File: src/rtl/cdb_arbiter.sv
// Common data bus arbiter: per-source 2-entry result FIFOs, round-robin pop, registered CDB/ROB broadcast.
// Define CDB_FIXED_PRIORITY_EN to replace round-robin with fixed priority (lowest source index wins).
module cdb_arbiter #(
  parameter int NUM_SRC = 3,
  parameter int DATA_W  = 32,
  parameter int TAG_W   = 5,
  parameter int ROB_W   = 4,
  parameter logic [TAG_W-1:0] NO_LOCK = '1
) (
  input  logic                        clk,
  input  logic                        rst,
  input  logic                        flush,
  input  logic [NUM_SRC-1:0]          src_valid,
  output logic [NUM_SRC-1:0]          src_ready,
  input  logic [NUM_SRC*TAG_W-1:0]    src_tag,
  input  logic [NUM_SRC*DATA_W-1:0]   src_data,
  output logic                        cdb_valid,
  output logic [TAG_W-1:0]            cdb_tag,
  output logic [DATA_W-1:0]           cdb_data,
  output logic [1:0]                  cdb_src,
  output logic                        rob_write,
  output logic [ROB_W-1:0]            rob_entry,
  output logic [DATA_W-1:0]           rob_value
);

  logic [TAG_W-1:0]   tag_mem  [NUM_SRC][2];
  logic [DATA_W-1:0]  data_mem [NUM_SRC][2];
  logic [1:0]         count     [NUM_SRC];
  logic [1:0]         count_nxt [NUM_SRC];
  logic [NUM_SRC-1:0] rd_ptr;
  logic [NUM_SRC-1:0] wr_ptr;
  logic [NUM_SRC-1:0] nonempty;
  logic [NUM_SRC-1:0] push;
  logic [NUM_SRC-1:0] pop;
  logic               grant_valid;
  logic [1:0]         grant_idx;
  logic [TAG_W-1:0]   grant_tag;
  logic [DATA_W-1:0]  grant_data;

  assign push = src_valid & src_ready;

  always_comb begin
    for (int i = 0; i < NUM_SRC; i++) begin
      nonempty[i] = (count[i] != 2'd0);
    end
  end

`ifdef CDB_FIXED_PRIORITY_EN
  always_comb begin
    grant_valid = 1'b0;
    grant_idx   = 2'd0;
    for (int i = 0; i < NUM_SRC; i++) begin
      if (!grant_valid && nonempty[i]) begin
        grant_valid = 1'b1;
        grant_idx   = 2'(i);
      end
    end
  end
`else
  localparam logic [1:0] LAST_RST = 2'(NUM_SRC - 1);

  logic [1:0] last;

  // Search starts just after the most recent grant so every source gets a turn.
  always_comb begin
    grant_valid = 1'b0;
    grant_idx   = 2'd0;
    for (int k = 1; k <= NUM_SRC; k++) begin
      for (int i = 0; i < NUM_SRC; i++) begin
        if (!grant_valid && nonempty[i] && (((int'(last) + k) % NUM_SRC) == i)) begin
          grant_valid = 1'b1;
          grant_idx   = 2'(i);
        end
      end
    end
  end

  always_ff @(posedge clk or negedge rst) begin
    if (!rst) begin
      last <= LAST_RST;
    end else if (!flush && grant_valid) begin
      last <= grant_idx;
    end
  end
`endif

  always_comb begin
    grant_tag  = NO_LOCK;
    grant_data = '0;
    pop        = '0;
    for (int i = 0; i < NUM_SRC; i++) begin
      if (grant_valid && (grant_idx == 2'(i))) begin
        pop[i]     = 1'b1;
        grant_tag  = tag_mem[i][rd_ptr[i]];
        grant_data = data_mem[i][rd_ptr[i]];
      end
      count_nxt[i] = count[i] + {1'b0, push[i]} - {1'b0, pop[i]};
    end
  end

  // Ready is registered from the next count so it never depends on src_valid.
  always_ff @(posedge clk or negedge rst) begin
    if (!rst) begin
      for (int i = 0; i < NUM_SRC; i++) begin
        count[i] <= 2'd0;
      end
      rd_ptr    <= '0;
      wr_ptr    <= '0;
      src_ready <= '1;
    end else if (flush) begin
      for (int i = 0; i < NUM_SRC; i++) begin
        count[i] <= 2'd0;
      end
      rd_ptr    <= '0;
      wr_ptr    <= '0;
      src_ready <= '1;
    end else begin
      for (int i = 0; i < NUM_SRC; i++) begin
        count[i]     <= count_nxt[i];
        src_ready[i] <= (count_nxt[i] < 2'd2);
        if (push[i]) begin
          wr_ptr[i] <= ~wr_ptr[i];
        end
        if (pop[i]) begin
          rd_ptr[i] <= ~rd_ptr[i];
        end
      end
    end
  end

  always_ff @(posedge clk) begin
    for (int i = 0; i < NUM_SRC; i++) begin
      if (push[i] && !flush) begin
        tag_mem[i][wr_ptr[i]]  <= src_tag[i*TAG_W +: TAG_W];
        data_mem[i][wr_ptr[i]] <= src_data[i*DATA_W +: DATA_W];
      end
    end
  end

  // Results without a ROB destination are broadcast but leave the ROB port untouched.
  always_ff @(posedge clk or negedge rst) begin
    if (!rst) begin
      cdb_valid <= 1'b0;
      cdb_tag   <= NO_LOCK;
      cdb_data  <= '0;
      cdb_src   <= 2'd0;
      rob_write <= 1'b0;
      rob_entry <= '0;
      rob_value <= '0;
    end else if (flush || !grant_valid) begin
      cdb_valid <= 1'b0;
      cdb_tag   <= NO_LOCK;
      cdb_data  <= '0;
      rob_write <= 1'b0;
    end else begin
      cdb_valid <= 1'b1;
      cdb_tag   <= grant_tag;
      cdb_data  <= grant_data;
      cdb_src   <= grant_idx;
      rob_write <= (grant_tag != NO_LOCK);
      if (grant_tag != NO_LOCK) begin
        rob_entry <= grant_tag[ROB_W-1:0];
        rob_value <= grant_data;
      end
    end
  end

endmodule

File: config.mk
export PLATFORM = sky130hd
export DESIGN_NAME = cdb_arbiter
export DESIGN_NICKNAME = d
export VERILOG_FILES = /design/src/rtl/cdb_arbiter.sv
export SDC_FILE = /design/constraint.sdc
export NUM_CORES = 1
export LEC_CHECK = 0
export CAP_MARGIN = 10
export CORE_MARGIN = 8
export CORE_UTILIZATION = 29
export DETAILED_ROUTE_END_ITERATION = 8
export GPL_TIMING_DRIVEN = 0
export PLACE_DENSITY = 0.55
export SYNTH_ARGS = -nofsm -noshare
export SYNTH_HDL_FRONTEND = slang
export SYNTH_SLANG_ARGS = --single-unit
File: constraint.sdc
create_clock -name clk -period 8.6 [get_ports clk]
set_input_delay 0.86 -clock clk [delete_from_list [all_inputs] [get_ports clk]]
set_output_delay 0.86 -clock clk [all_outputs]
set_load 0.1 [all_outputs]
==> insert_results.sql <==
INSERT INTO impl_metrics (metric_group, metric, value, unit) VALUES
('logic_synthesis', 'net_count_synth', '831', ''),
('worst_setup_path', 'cp.arrival', '4480', 'ps'),
('clocking', 'root_buffer', 'clkbuf_16', ''),
('timing', 'worst_slew_pin_slew', '1060', 'ps'),
('timing', 'fin_tns_setup', '0', 'ps'),
('timing', 'max_freq', '0.249', 'GHz'),
('global_routing', 'global_route_wire_length_before_repair', '49.1', 'mm'),
('die', 'ios', '197', ''),
('placed_design', 'globalplace.congestion', '0.742', ''),
('global_routing', 'grt_max_degree', '66', ''),
('final_layout', 'most-common-layout-cells', 'edfxtp_1, clkdlybuf4s50_1, dfrtp_1', ''),
('global_routing', 'gr-usage-all-layers', '0.140', ''),
('clocking', 'cts.path.max_buffers', '3', ''),
('die', 'core-area', '40700', 'um^2'),
('global_routing', 'grt_total_ovfl', '0', ''),
('timing', 'rsz0062_at_grt', 'no', ''),
('timing', 'finalHoldViolCount', '0', ''),
('worst_setup_path', 'reg2reg_from', 'last[1]', ''),
('pwr', 'leakage', '0.00580', 'uW'),
('final_layout', 'seqCellArea', '9000', 'um^2'),
('die', 'placement_rows', '74', ''),
('global_routing', 'antenna_violations_before_repair', '5', ''),
('timing', 'post-route-worst-setup-slack', '4590', 'ps'),
('timing', 'finalWorstPathRequiredPeriod', '4010', 'ps'),
('placed_design', 'port_buffers', '195', ''),
('timing', 'fin_skew', '13.6', 'ps'),
('worst_setup_path', 'worst_path_slowest_cell', 'clkbuf_1', ''),
('final_layout', 'final_core_util', '0.396', ''),
('clocking', 'cts_bufs_inserted', '37', ''),
('route', 'vias_per_cell', '4.52', ''),
('pwr', 'post-layout-total-power', '6580', 'uW'),
('worst_setup_path', 'cell_family_with_the_largest_share_of_critical_path_delay', 'buffers and inverters', ''),
('route', 'wire_length_per_cell_after_detailed_routing', '22.1', 'um'),
('final_layout', 'layout_commonest_cell', 'edfxtp_1', ''),
('timing', 'timing.max_slew.rel_slack', '0.290', ''),
('clocking', 'hold_bufs_at_cts', '0', ''),
('logic_synthesis', 'ys_seq_area_frac', '0.753', ''),
('placed_design', 'place_worst_setup_slack', '4480', 'ps'),
('worst_setup_path', 'critPathCapture', 'count[1]', ''),
('logic_synthesis', 'netlist-cell-type-count', '47', ''),
('clocking', 'post_cts_clock_slew_at_the_launch_and_capture_registers_of_the_worst_setup_and_hold_paths', '60', 'ps'),
('worst_setup_path', 'timing.critical_path.slowest_cell_delay', '620', 'ps'),
('die', 'dieArea', '48000', 'um^2'),
('worst_setup_path', 'worst_setup_path_startpoint', 'last[1]', ''),
('timing', 'final.hold.worst_slack', '260', 'ps'),
('die', 'die_x', '219', 'um'),
('worst_setup_path', 'critical_path_cell_count', '15', ''),
('clocking', 'cts_resized', '0', ''),
('logic_synthesis', 'ys_seq_elements', '315', ''),
('die', 'die_height', '219', 'um'),
('clocking', 'cts_tree', 'done', ''),
('timing', 'final.period_utilization', '0.467', ''),
('route', 'dr_total_vias', '6900', ''),
('pwr', 'cellPowerDensity', '407', 'nW/um^2'),
('route', 'routed_wl', '33.8', 'mm'),
('clocking', 'post_cts.repair.setup_buffers', '0', ''),
('global_routing', 'first_global_vias', '7553', ''),
('run_status', 'status', 'complete, no violations', ''),
('route', 'drcViolationCount', '0', ''),
('logic_synthesis', 'synth_cells', '706', ''),
('final_layout', 'multiInputGateArea', '2710', 'um^2'),
('logic_synthesis', 'synth-main-ff-cell', 'edfxtp_1', ''),
('worst_setup_path', 'cp_data_required_time', '9070', 'ps'),
('run', 'drv_cap', '0', ''),
('timing', 'maxSlewViolCount', '0', ''),
('final_layout', 'growth_of_design_area_from_synthesis_to_finish', '34.9', '%'),
('worst_setup_path', 'ff2ff_path_depth', '15', ''),
('route', 'drt-initial-drc-count', '263', ''),
('worst_setup_path', 'worstSetupEndpointType', 'register', ''),
('logic_synthesis', 'synthArstFlopShare', '0.295', ''),
('logic_synthesis', 'number_of_enable_flip_flop_cells_after_synthesis', '222', '');
==> stage by stage <==
step	cells	area [um^2]
after floorplan	706	12000
after global placement	1433	14600
after detailed placement	1458	14900
after CTS	1526	16100
after global routing	1528	16100
final	1528	16100
==> state kept, by name, summed over array words and instances (netlist names), 3 cells and up <==
name,cells
rd_ptr,3
rob_value,32
tag_mem,30
data_mem,192
wr_ptr,3
rob_entry,4
count,6
src_ready,3
cdb_tag,5
cdb_data,32
==> worst min-delay path by stage <==
stage / start / end / slack [ps] / depth (start not counted)
final: rst / wr_ptr[1] / 260 / 1
after global routing: rst / wr_ptr[1] / 260 / 1
after CTS: rst / wr_ptr[1] / 240 / 1
after detailed placement: cdb_src[1] / cdb_src[1] / 470 / 2
after global placement: cdb_src[1] / cdb_src[1] / 470 / 2
after floorplan: last[1] / last[1] / 470 / 2
==> final cells by class <==
cell class,count,area share
antenna,2,0.000310
buffer,38,0.0136
clock buffer,54,0.0664
clock inverter,14,0.00946
inverter,16,0.00372
multi-input combinational,337,0.168
sequential,315,0.558
tap,532,0.0412
timing repair buffer,220,0.139
==> worst reg2reg max path, stage by stage (launching register included) <==
cell and delay, ps:
dfstp_2 540, ha_1 270, or2_1 250, a21oi_2 240, or2_0 140, buf_2 140, clkbuf_1 620, clkbuf_1 530
inv_1 100, ha_1 300, inv_1 40, ha_1 170, xor2_1 150, xnor2_1 120, or2_2 290, inv_1 50
==> logic make-up (layout without fill, tap and decap cells) <==
logic type | Yosys count | count (layout) | share of synthesized area
compound gates | 95 | 95 | 0.0674
xor+xnor | 12 | 12 | 0.00879
fa+ha+maj | 8 | 8 | 0.00837
buf+inv | 54 | 342 | 0.0234
flops | 315 | 315 | 0.753
mux | 107 | 107 | 0.0964
other cells | 0 | 2 | 0
simple gates | 115 | 115 | 0.0428
==> cell usage after synthesis, drive strengths merged, types with 8 or more instances <==
master | n | area share
a221oi | 32 | 0.023
a22o | 32 | 0.023
buf | 14 | 0.010
clkbuf | 22 | 0.0069
dfrtp | 84 | 0.18
dfstp | 9 | 0.020
edfxtp | 222 | 0.56
ha | 8 | 0.0084
inv | 14 | 0.0044
mux2 | 66 | 0.062
mux2i | 41 | 0.034
nand2 | 11 | 0.0035
nor2 | 74 | 0.023
nor2b | 9 | 0.0047
==> power by group <==
| group | internal (uW) | total, uW | leakage [uW] | switching (uW) |
|---|---|---|---|---|
| clock network | 958 | 1560 | 0.000597 | 606 |
| registers | 1900 | 1990 | 0.00324 | 95.3 |
| logic | 918 | 3020 | 0.00196 | 2100 |
| total | 3770 | 6580 | 0.00580 | 2800 |
==> layer usage <==
metal / up-vias / global-route usage / share of wire
met4: 6 / 0.0514 / 0.025
met5: - / 0 / 0.0012
met3: 51 / 0.0322 / 0.050
li1: 3198 / - / -
met1: 3484 / 0.168 / 0.42
met2: 161 / 0.241 / 0.51
Power figures use the tool's default switching activity.
